==> config.mk <==
export PLATFORM = sky130hd
export DESIGN_NAME = dglk_pbk_seq
export DESIGN_NICKNAME = d
export VERILOG_FILES = /design/src/rtl/dglk_pbk_seq.sv
export SDC_FILE = /design/constraint.sdc
export NUM_CORES = 1
export LEC_CHECK = 0
export ABC_AREA = 1
export CAP_MARGIN = 20
export CORE_MARGIN = 4
export CORE_UTILIZATION = 38
export CTS_CLUSTER_DIAMETER = 80
export DETAILED_ROUTE_END_ITERATION = 8
export DONT_BUFFER_PORTS = 1
export SETUP_SLACK_MARGIN = 0.02
export SLEW_MARGIN = 20
export SYNTH_ARGS = -nofsm -noshare
export SYNTH_HDL_FRONTEND = slang
export SYNTH_SLANG_ARGS = --single-unit
export TNS_END_PERCENT = 50
==> constraint.sdc <==
create_clock -name clk -period 4 [get_ports clk]
set_clock_uncertainty 0.15 [all_clocks]
set_input_delay 0.4 -clock clk [delete_from_list [all_inputs] [get_ports clk]]
set_output_delay 0.4 -clock clk [all_outputs]
set_load 0.005 [all_outputs]
==> src/rtl/dglk_pbk_seq.sv <==
// Playback sequencer: load, arm and replay a sample buffer at a divided rate.
// Optional external trigger in ARMED when DGLK_PBK_SEQ_EXT_TRG_EN is defined.
module dglk_pbk_seq #(
  parameter int W_APB = 10,
  parameter int W_DIV = 16,
  parameter int W_REP = 16
) (
  input  logic             clk,
  input  logic             rst,
  input  logic             cmd_load,
  input  logic             cmd_arm,
  input  logic             cmd_stop,
  input  logic             ext_trg,
  input  logic             f_wr,
  input  logic [W_DIV-1:0] div,
  input  logic [W_REP-1:0] reps,
  output logic [2:0]       ctrl,
  output logic [1:0]       state,
  output logic [W_APB:0]   n_smp,
  output logic             done,
  output logic             err
);

  typedef enum logic [1:0] {
    S_IDLE  = 2'd0,
    S_LOAD  = 2'd1,
    S_ARMED = 2'd2,
    S_PLAY  = 2'd3
  } st_t;

  localparam logic [W_APB:0] ONE_S = (W_APB+1)'(1);
  localparam logic [W_APB:0] TWO_S = (W_APB+1)'(2);
  localparam logic [W_DIV-1:0] ONE_D = W_DIV'(1);
  localparam logic [W_REP-1:0] ONE_R = W_REP'(1);

  st_t              st_q, st_d;
  logic [2:0]       ctrl_q, ctrl_d;
  logic [W_APB:0]   n_smp_q, n_smp_d;
  logic [W_APB:0]   idx_q, idx_d;
  logic [W_DIV-1:0] div_q, div_d;
  logic [W_DIV-1:0] dcnt_q, dcnt_d;
  logic [W_REP-1:0] reps_q, reps_d;
  logic [W_REP-1:0] pass_q, pass_d;
  logic             done_q, done_d;
  logic             err_q, err_d;

  logic             go;
  logic             last;
  logic             fin;
  logic [W_APB:0]   n_last;

`ifdef DGLK_PBK_SEQ_EXT_TRG_EN
  assign go = ext_trg;
`else
  logic unused_ext_trg;
  assign unused_ext_trg = ext_trg;
  assign go = 1'b1;
`endif

  assign n_last = n_smp_q - ONE_S;
  assign last   = (idx_q == n_last);
  assign fin    = (reps_q != '0) && (pass_q == reps_q);

  // Next-state, counters and registered outputs; cmd_stop overrides all.
  always_comb begin
    st_d    = st_q;
    ctrl_d  = 3'b000;
    n_smp_d = n_smp_q;
    idx_d   = idx_q;
    div_d   = div_q;
    dcnt_d  = dcnt_q;
    reps_d  = reps_q;
    pass_d  = pass_q;
    done_d  = 1'b0;
    err_d   = 1'b0;
    if (cmd_stop) begin
      st_d = S_IDLE;
    end else begin
      if (f_wr && st_q != S_LOAD)
        err_d = 1'b1;
      if (cmd_load && st_q != S_IDLE)
        err_d = 1'b1;
      if (cmd_arm && st_q != S_LOAD)
        err_d = 1'b1;
      unique case (st_q)
        S_IDLE: begin
          if (cmd_load) begin
            st_d    = S_LOAD;
            ctrl_d  = 3'b001;
            n_smp_d = '0;
          end
        end
        S_LOAD: begin
          if (f_wr) begin
            if (n_smp_q[W_APB])
              err_d = 1'b1;
            else
              n_smp_d = n_smp_q + ONE_S;
          end
          if (cmd_arm) begin
            if (n_smp_d >= TWO_S)
              st_d = S_ARMED;
            else
              err_d = 1'b1;
          end
        end
        S_ARMED: begin
          if (go) begin
            st_d   = S_PLAY;
            ctrl_d = 3'b010;
            div_d  = div;
            reps_d = reps;
            pass_d = '0;
            idx_d  = '0;
            dcnt_d = '0;
          end
        end
        S_PLAY: begin
          if (fin) begin
            st_d   = S_IDLE;
            done_d = 1'b1;
          end else if (dcnt_q == '0) begin
            ctrl_d[2] = 1'b1;
            dcnt_d    = div_q;
            if (last) begin
              ctrl_d[1] = 1'b1;
              idx_d     = '0;
              pass_d    = pass_q + ONE_R;
            end else begin
              idx_d = idx_q + ONE_S;
            end
          end else begin
            dcnt_d = dcnt_q - ONE_D;
          end
        end
      endcase
    end
  end

  // State and output registers, cleared asynchronously by rst.
  always_ff @(posedge clk or posedge rst) begin
    if (rst) begin
      st_q    <= S_IDLE;
      ctrl_q  <= 3'b000;
      n_smp_q <= '0;
      idx_q   <= '0;
      div_q   <= '0;
      dcnt_q  <= '0;
      reps_q  <= '0;
      pass_q  <= '0;
      done_q  <= 1'b0;
      err_q   <= 1'b0;
    end else begin
      st_q    <= st_d;
      ctrl_q  <= ctrl_d;
      n_smp_q <= n_smp_d;
      idx_q   <= idx_d;
      div_q   <= div_d;
      dcnt_q  <= dcnt_d;
      reps_q  <= reps_d;
      pass_q  <= pass_d;
      done_q  <= done_d;
      err_q   <= err_d;
    end
  end

  assign ctrl  = ctrl_q;
  assign state = st_q;
  assign n_smp = n_smp_q;
  assign done  = done_q;
  assign err   = err_q;

endmodule

==> results of run 1 <==
==> report_power, final <==
part	internal, W	total [W]	switching (W)
clock	0.000566	0.000945	0.000379
combinational	0.000782	0.00205	0.00126
sequential	0.00121	0.00147	0.000262
total	0.00256	0.00446	0.00191
==> through the flow <==
stage / area, um2 / hold slack [ns] / worst slack [ns] / total power (W) / utilization
4_1_cts: 6500 / 0.0313 / 1.39 / 0.00449 / 0.424
2_1_floorplan: 5990 / 0.300 / 1.03 / 0.00311 / -
3_5_place_dp: 6140 / 0.319 / 1.41 / 0.00353 / 0.401
5_1_grt: 6500 / 0.0321 / 1.16 / 0.00487 / 0.424
6_report: 6500 / 0.0458 / 1.39 / 0.00446 / 0.424
3_3_place_gp: 6140 / 0.315 / 1.39 / 0.00350 / 0.401
==> cells in the final DEF (no fill, tap or decap), types with 3 or more instances in the layout <==
cell type and n:
o31ai_1 4, nand3_1 78, nor2_1 115, ha_1 10, nor2_2 3, inv_1 73, o21ai_1 5, nand3b_1 8
nand4_1 13, mux2_2 30, nor3_1 9, inv_2 3, xor2_1 34, xnor2_1 18, clkbuf_16 9, dlygate4sd3_1 3
buf_4 6, nand2_2 4, a21oi_1 9, dfrtp_1 93, o211ai_1 6, nand2_1 190, o22ai_1 10, o21ai_0 31
nor2_4 3
==> registers in the layout, indices dropped and copies added (netlist names) <==
name,flops
ctrl,3
dcnt_q,16
div_q,16
done,1
err,1
idx_q,11
n_smp,11
pass_q,16
reps_q,16
state,2
==> worst min-delay path by stage <==
stage                                 from                endpoint  slack [ns]  cells past startpoint
floorplan           dcnt_q[14]$_DFFE_PP0P_  dcnt_q[14]$_DFFE_PP0P_        0.30                      2
global placement    dcnt_q[14]$_DFFE_PP0P_  dcnt_q[14]$_DFFE_PP0P_        0.31                      2
detailed placement  dcnt_q[14]$_DFFE_PP0P_  dcnt_q[14]$_DFFE_PP0P_        0.32                      2
CTS                               reps[10]  reps_q[10]$_DFFE_PP0P_        0.03                      1
global route                      reps[14]  reps_q[14]$_DFFE_PP0P_        0.03                      1
finish                             div[11]   div_q[11]$_DFFE_PP0P_        0.05                      1
==> layer usage <==
metal / GRT usage / vias up / wire length (um)
li1: - / 2550 / -
met1: 0.231 / 2312 / 6790
met2: 0.253 / 105 / 6260
met3: 0.0385 / 17 / 802
met4: 0.0583 / 0 / 263
met5: 0 / - / 0
==> logic make-up after synthesis <==
family / share of synthesized area
adder cells (fa/ha/maj): 0.0209
multiplexers: 0.0581
AND/OR/NAND/NOR: 0.317
flip-flops: 0.389
XOR/XNOR: 0.0761
AO/OA/AOI/OAI: 0.0650
buffers and inverters: 0.0744
==> worst max-delay path, stage by stage, from the launching register on <==
cell     delay (ns)
dfrtp_1        0.45
ha_1           0.52
o21ai_0        0.17
inv_1          0.13
nand2_2        0.19
nor2_4         0.44
buf_4          0.28
nand2_1        0.07
nand2_1        0.05
inv_1          0.03
==> cell type report <==
class | count | area (um2)
Clock buffer | 11 | 243
Clock inverter | 5 | 83.8
Fill cell | 1566 | 8810
Inverter | 77 | 292
Multi-Input combinational cell | 594 | 3220
Sequential cell | 93 | 2330
Tap cell | 211 | 264
Timing Repair Buffer | 9 | 75.1
==> impl_metrics.py, run 1 <==
metrics = {
    "detailed_routing": {
        "drt-initial-drc-count": 404,
        "ant_nets": 0,
        "viasPerCell": 4.98,
        "vias": 4984,
        "routed_wl_um": 14100,
        "drt-pass1-iter-count": 4,
        "wl_per_cell_um": 14.1,
        "drcViolationCount": 0,
    },
    "timing": {
        "setup_tns_ns": 0,
        "slew_headroom": 0.426,
        "period_needed_ns": 2.61,
        "tightest_slew_ns": 0.860,
        "fin_crit_sh": 0.653,
        "rsz0062_at_grt": "no",
        "hold_viol_final": 0,
        "setup_violations": 0,
        "clock.fmax_mhz": 383,
        "maxSlewViolCount": 0,
    },
    "outcome": {
        "status": "finished, final reports clean",
    },
    "clocking": {
        "post_cts_buffers": 0,
        "cts_hold_buf": 3,
        "htreeDepth": 3,
        "cts_tree": "built",
        "clk_latency_ns": 0.35,
        "clkTransAtPathRegs_ns": 0.07,
        "clock-root-buffer": "clkbuf_16",
        "cts_sinks": 93,
        "cts_buffer_depth": 2,
        "cts_resized": 0,
        "numCtsBuffers": 9,
    },
    "synthesis": {
        "synth-edff-count": 0,
        "synthesis.instances": 792,
        "syn-num-nets": 841,
        "synth.most_common_cell": "nand2_1",
        "ys_types": 37,
        "yosysTopAreaCellShare": 0.389,
        "ys_seq_elements": 93,
        "synthFlopType": "dfrtp_1",
        "yosysSeqAreaShare": 0.389,
        "synthTopCellsByCount": "nand2_1 (190), nor2_1 (115), dfrtp_1 (93)",
        "ys_top_cells_by_area": "dfrtp_1 (39%), nand2_1 (12%), nor2_1 (7.2%)",
        "synthArstFlopShare": 1.00,
        "syn_avg_cell_area_um2": 7.56,
        "yosys.area.top_type": "dfrtp_1",
        "ys.warnings.count": 0,
        "netlist_area_um2": 5990,
    },
    "floorplan": {
        "die_width_um": 134,
        "initial_core_util": 0.391,
        "fp.coreArea_um2": 15300,
        "rows": 45,
        "io_pins": 57,
        "fp.dieH_um": 134,
        "die_area_um2": 17800,
    },
    "critical_path": {
        "startpoint": "state[0]$_DFFE_PP0P_",
        "reg2reg_slack_ns": 1.39,
        "path_class": "reg2reg",
        "crit_end": "idx_q[7]$_DFFE_PP0P_",
        "r2r_end": "idx_q[7]$_DFFE_PP0P_",
        "cp.required_ns": 4.09,
        "r2r_start": "state[0]$_DFFE_PP0P_",
        "cp-end-kind": "flop",
        "critical_path_arrival_ns": 2.70,
        "worstRegToRegCells": 9,
        "cp-start-kind": "flop",
        "worstPathMaxFanout": 18,
    },
    "finish": {
        "drive_above_1_share": 0.0913,
        "final_nets": 833,
        "antenna_cells": 0,
        "syn2layout_area_growth_pct": 8.55,
        "stdcell_count": 1000,
    },
    "power": {
        "p_per_area_nw_per_um2": 687,
        "peakVddDrop_v": 0.000429,
        "p_leak_nw": 3.05,
    },
    "placed_design": {
        "gp_congestion": 0.886,
        "port_buffers": 0,
        "placed_cells": 981,
        "place_hpwl_um": 10300,
    },
    "job": {
        "maxCapViolCount": 0,
    },
    "grt": {
        "grt-ovfl-total": 0,
        "grt_pass1_wl_um": 24100,
        "grtUsageTotal": 0.165,
        "grt_max_degree": 69,
        "antenna_found_initial": 0,
        "grt_pass1_vias": 4807,
    },
    "hold_path": {
        "hp-class": "in2reg",
    },
}
(Power assumes the default switching activity.)
==> run 2: changes to the inputs <==
- clock period: 4 -> 2.54 ns (I/O delays scaled with it)
==> run 2 against run 1 <==
Non-clock buffer count up 54. Global-route usage increased by 0.48 points. Sequential power grew 55%. Combinational power grew 71%. Core utilization increased by 3.2 points. Worst setup slack got worse by 1.2 ns. Cell count grew 5.4%. Design area rose by 7.5%. Via count is 4.5% higher. Register-to-register slack got worse by 1.2 ns. Power up 59%. Largest cell class unchanged. Largest power group unchanged.
==> impl_metrics.py, run 2 (synthesis results as in run 1) <==
metrics = {
    "detailed_routing": {
        "routed_wl_um": 14600,
        "ant_nets": 0,
        "vias": 5207,
        "drt-initial-drc-count": 337,
        "drt-pass1-iter-count": 5,
        "drcViolationCount": 0,
        "wl_per_cell_um": 13.8,
        "viasPerCell": 4.94,
    },
    "timing": {
        "slew_headroom": 0.417,
        "fin_crit_sh": 0.914,
        "period_needed_ns": 2.32,
        "tightest_slew_ns": 0.868,
        "rsz0062_at_grt": "no",
        "hold_viol_final": 0,
        "whs_ns": 0.0313,
        "clock.fmax_mhz": 431,
        "setup_tns_ns": 0,
        "setup_violations": 0,
        "maxSlewViolCount": 0,
    },
    "placed_design": {
        "gp_congestion": 0.906,
        "port_buffers": 0,
        "place_hpwl_um": 10600,
    },
    "power": {
        "netSwitchingFraction": 0.431,
        "pwr-share-seq": 0.320,
        "p_per_area_nw_per_um2": 1020,
        "switchingPower_w": 0.00307,
        "clkPwrFrac": 0.188,
        "peakVddDrop_v": 0.000917,
        "pwr-share-comb": 0.491,
        "p_leak_nw": 3.29,
        "internal_power_w": 0.00405,
        "p_total_w": 0.00712,
    },
    "clocking": {
        "cts_buffer_depth": 2,
        "clkTransAtPathRegs_ns": 0.07,
        "clock-root-buffer": "clkbuf_16",
        "cts_tree": "built",
        "htreeDepth": 3,
        "clk_latency_ns": 0.35,
        "numCtsBuffers": 9,
        "cts_sinks": 93,
    },
    "grt": {
        "grt_pass1_vias": 5050,
        "grtUsageTotal": 0.170,
        "grt_pass1_wl_um": 25000,
        "antenna_found_initial": 0,
        "grt-ovfl-total": 0,
        "grt_max_degree": 40,
    },
    "floorplan": {
        "io_pins": 57,
        "die_width_um": 134,
        "rows": 45,
        "initial_core_util": 0.391,
        "die_area_um2": 17800,
        "fp.coreArea_um2": 15300,
        "fp.dieH_um": 134,
    },
    "finish": {
        "syn2layout_area_growth_pct": 16.7,
        "nFillCells": 1579,
        "mostFrequentLayoutCell": "nand2_1",
        "seq_area_um2": 2330,
        "final_cell_mix": "nand2_1 (190), nor2_1 (115), dfrtp_1 (93), nand3_1 (78), inv_1 (73)",
        "antenna_cells": 0,
        "multi_input_area_um2": 3230,
        "final_nets": 887,
        "drive_above_1_share": 0.114,
    },
    "critical_path": {
        "cp-end-kind": "flop",
        "max_stage_delay_ns": 0.75,
        "critical_path_arrival_ns": 2.46,
        "cp_cell_sequence": "ha_1, inv_1, nor3_1, o221ai_1, nand2_1",
        "cpMaxStageDelayCell": "nor3_1",
        "cp.required_ns": 2.67,
        "path_buf_inv": 1,
        "cp-start-kind": "flop",
        "path_class": "reg2reg",
        "crit_family": "simple AND/OR/NAND/NOR gates",
        "startpoint": "state[0]$_DFFE_PP0P_",
        "worstPathMaxFanout": 8,
        "r2r_start": "state[0]$_DFFE_PP0P_",
    },
    "hold_path": {
        "hold_start": "cmd_load",
        "hp-class": "in2reg",
    },
    "outcome": {
        "status": "finished, final reports clean",
    },
    "job": {
        "maxCapViolCount": 0,
    },
}
[run 2: power by group through the flow]
stage	clock network (W)	logic (W)	registers, W
after detailed placement	0	0.00339	0.00231
after CTS	0.00139	0.00346	0.00228
after global routing	0.00144	0.00402	0.00234
final	0.00134	0.00350	0.00228
after global placement	0	0.00336	0.00230
after floorplan	0	0.00269	0.00221
[run 2: metrics by stage]
step                      setup slack, ns  cells  utilization  instance area [um2]
final                               0.218   1054        0.456                 6990
after global placement              0.230    999        0.412                 6300
after global routing               0.0411   1054        0.456                 6990
after CTS                           0.176   1051        0.454                 6960
after floorplan                     0.323    792            -                 5990
after detailed placement            0.209    999        0.412                 6300
[run 2: worst paths after layout]
check	endpoint	slack (ns)	cells past startpoint
setup / recovery	dcnt_q[14]$_DFFE_PP0P_	0.22	5
hold / removal	err$_DFF_PP0_	0.03	4
setup reg to reg	dcnt_q[14]$_DFFE_PP0P_	0.22	5
hold reg to reg	dcnt_q[14]$_DFFE_PP0P_	0.33	2
max in group asynchronous	n_smp[10]$_DFFE_PP0P_	1.50	3
min in group asynchronous	div_q[15]$_DFFE_PP0P_	0.18	2
[run 2: worst reg2reg max path: cells and delay by family (launching register included)]
kind / cells / cell delay (ns)
simple gates: 2 / 0.85
buf+inv: 1 / 0.21
flops: 1 / 0.45
fa+ha+maj: 1 / 0.34
compound gates: 1 / 0.26
[run 2: routing by layer]
layer | track usage | wire length [um] | vias up | share of wire
li1 | - | - | 2648 | -
met1 | 0.239 | 7220 | 2427 | 0.50
met2 | 0.268 | 6460 | 121 | 0.44
met3 | 0.0344 | 694 | 11 | 0.048
met4 | 0.0474 | 210 | 0 | 0.014
met5 | 0 | 0 | - | 0
[run 2: layout make-up]
cell class	count	share of cell area
Tap cell	211	0.0378
Inverter	77	0.0419
Clock inverter	5	0.00555
Clock buffer	11	0.0362
Multi-Input combinational cell	594	0.462
Sequential cell	93	0.333
Timing Repair Buffer	63	0.0841
[run 2: repair_timing]
item | 4_1_cts | 5_1_grt
hold buffers | 36 | 0
hold endpoints to repair | 130 | 0
setup endpoints to repair | 0 | 16
resized for setup | 0 | 2
setup buffers | 0 | 3
==> run 3: changes to the inputs <==
- GPL_TIMING_DRIVEN: not set -> 0
- SKIP_LAST_GASP: not set -> 1
==> run 3 against run 2 <==
Worst hold slack improved by 0.0054 ns. Sequential power rose by 2%. Die area is the same. Power up 0.67%. First-iteration DRC count decreased by 8.9%. Largest cell class unchanged.
==> impl_metrics.py, run 3 (synthesis results as in run 1) <==
metrics = {
    "finish": {
        "syn2layout_area_growth_pct": 17.6,
        "nFillCells": 1550,
        "seq_area_um2": 2330,
        "final_nets": 895,
        "drive_above_1_share": 0.112,
        "multi_input_area_um2": 3230,
        "final_cell_mix": "nand2_1 (190), nor2_1 (115), dfrtp_1 (91), nand3_1 (78), inv_1 (73)",
        "stdcell_area_um2": 7040,
        "mostFrequentLayoutCell": "nand2_1",
        "antenna_cells": 0,
    },
    "detailed_routing": {
        "drcViolationCount": 0,
        "drt-initial-drc-count": 307,
        "wl_per_cell_um": 14.0,
        "vias": 5233,
        "drt-pass1-iter-count": 5,
        "routed_wl_um": 14900,
        "ant_nets": 0,
        "viasPerCell": 4.93,
    },
    "critical_path": {
        "worstPathMaxFanout": 10,
        "cpMaxStageDelayCell": "dfrtp_2",
        "cp-end-kind": "flop",
        "cp-start-kind": "flop",
        "critical_path_arrival_ns": 2.48,
        "critPathMostFrequentCell": "nand2_1",
        "cp.required_ns": 2.63,
        "cp_cell_sequence": "inv_4, ha_4, xnor2_1, nor2_1, nand2_1, nor2_1, nand3b_1, nor2_2, nand2_4, nand2_8, nand2_4, buf_6, nand2_1, nand2_1",
        "max_stage_delay_ns": 0.50,
        "path_class": "reg2reg",
    },
    "clocking": {
        "cts_sinks": 93,
        "numCtsBuffers": 9,
        "clock-root-buffer": "clkbuf_16",
        "cts_tree": "built",
        "clk_latency_ns": 0.36,
        "cts_buffer_depth": 2,
        "htreeDepth": 3,
        "clkTransAtPathRegs_ns": 0.07,
    },
    "power": {
        "p_per_area_nw_per_um2": 1020,
        "pwr-share-comb": 0.479,
        "pwr-share-seq": 0.324,
        "internal_power_w": 0.00403,
        "p_leak_nw": 3.32,
        "clkPwrFrac": 0.197,
        "switchingPower_w": 0.00314,
        "peakVddDrop_v": 0.000761,
        "netSwitchingFraction": 0.438,
    },
    "floorplan": {
        "io_pins": 57,
        "fp.coreArea_um2": 15300,
        "initial_core_util": 0.391,
        "die_area_um2": 17800,
        "die_width_um": 134,
        "fp.dieH_um": 134,
        "rows": 45,
    },
    "job": {
        "maxCapViolCount": 0,
    },
    "timing": {
        "slew_headroom": 0.408,
        "setup_tns_ns": 0,
        "tightest_slew_ns": 0.881,
        "setup_violations": 0,
        "fin_crit_sh": 0.940,
        "hold_viol_final": 0,
        "period_needed_ns": 2.39,
        "rsz0062_at_grt": "no",
        "maxSlewViolCount": 0,
        "clock.fmax_mhz": 419,
    },
    "grt": {
        "grtUsageTotal": 0.174,
        "grt-ovfl-total": 0,
        "grt_max_degree": 29,
        "antenna_found_initial": 0,
        "grt_pass1_wl_um": 25300,
        "grt_pass1_vias": 5132,
    },
    "placed_design": {
        "place_hpwl_um": 11100,
        "place_area_um2": 6320,
        "port_buffers": 0,
        "gp_congestion": 0.900,
    },
    "outcome": {
        "status": "finished, final reports clean",
    },
    "hold_path": {
        "hp-class": "in2reg",
    },
}
run 3: cell types whose count changed in the layout (fill, tap and decap cells not counted), sizes merged:
cell          before  now
dlymetal6s2s       0    1
clkbuf            11   21
clkinvlp           1    2
bufinv             0    1
buf               27   22
run 3: timing repair:
item,CTS,global route
gates resized for setup,2,2
setup buffers,0,4
setup endpoints to repair,10,12
endpoints found under the hold margin,83,0
hold buffers,36,0
cloned,0,0
pin swaps,0,2
run 3: power groups by stage:
stage | clock network [W] | logic [W] | registers (W)
finish | 0.00141 | 0.00344 | 0.00232
global placement | 0 | 0.00328 | 0.00232
floorplan | 0 | 0.00269 | 0.00221
global route | 0.00150 | 0.00395 | 0.00238
detailed placement | 0 | 0.00333 | 0.00234
CTS | 0.00144 | 0.00340 | 0.00231
run 3: layout make-up:
cell class / instances / area share
Inverter: 77 / 0.0419
Buffer: 28 / 0.0222
Timing Repair Buffer: 43 / 0.0657
Sequential cell: 93 / 0.331
Clock inverter: 7 / 0.0115
Clock buffer: 9 / 0.0320
Tap cell: 211 / 0.0375
Multi-Input combinational cell: 594 / 0.458
run 3: metal layers:
| metal | up-vias | routed length, um | global-route usage |
|---|---|---|---|
| li1 | 2666 | - | - |
| met1 | 2432 | 7080 | 0.232 |
| met2 | 115 | 6810 | 0.280 |
| met3 | 20 | 694 | 0.0317 |
| met4 | 0 | 279 | 0.0669 |
| met5 | - | 0 | 0 |
run 3: final timing paths:
check	start	to	slack [ns]	depth (start not counted)
worst max-delay path	n_smp[0]$_DFFE_PP0P_	pass_q[4]$_DFFE_PP0P_	0.15	14
worst min-delay path	cmd_load	err$_DFF_PP0_	0.04	4
worst max register to register	n_smp[0]$_DFFE_PP0P_	pass_q[4]$_DFFE_PP0P_	0.15	14
worst min register to register	dcnt_q[14]$_DFFE_PP0P_	dcnt_q[14]$_DFFE_PP0P_	0.34	2
max in group asynchronous	rst	pass_q[4]$_DFFE_PP0P_	1.11	5
min in group asynchronous	rst	reps_q[6]$_DFFE_PP0P_	0.24	2
run 3: critical path, delay by kind of cell (launching register included):
family                   cells  cell delay [ns]
flip-flops                   1             0.50
buffers and inverters        2             0.29
XOR/XNOR                     1             0.12
adder cells (fa/ha/maj)      1             0.21
AND/OR/NAND/NOR             10             1.00
run 3: stage by stage:
| step | instances | hold WS, ns | power (W) | worst slack [ns] | util |
|---|---|---|---|---|---|
| finish | 1062 | 0.0368 | 0.00717 | 0.151 | 0.460 |
| global route | 1062 | 0.0664 | 0.00783 | 0.0113 | 0.460 |
| CTS | 1058 | 0.0228 | 0.00716 | 0.0373 | 0.457 |
| detailed placement | 1006 | 0.0174 | 0.00567 | -0.0522 | 0.413 |
| global placement | 1003 | 0.172 | 0.00561 | -0.0425 | 0.408 |
| floorplan | 792 | 0.170 | 0.00490 | 0.323 | - |
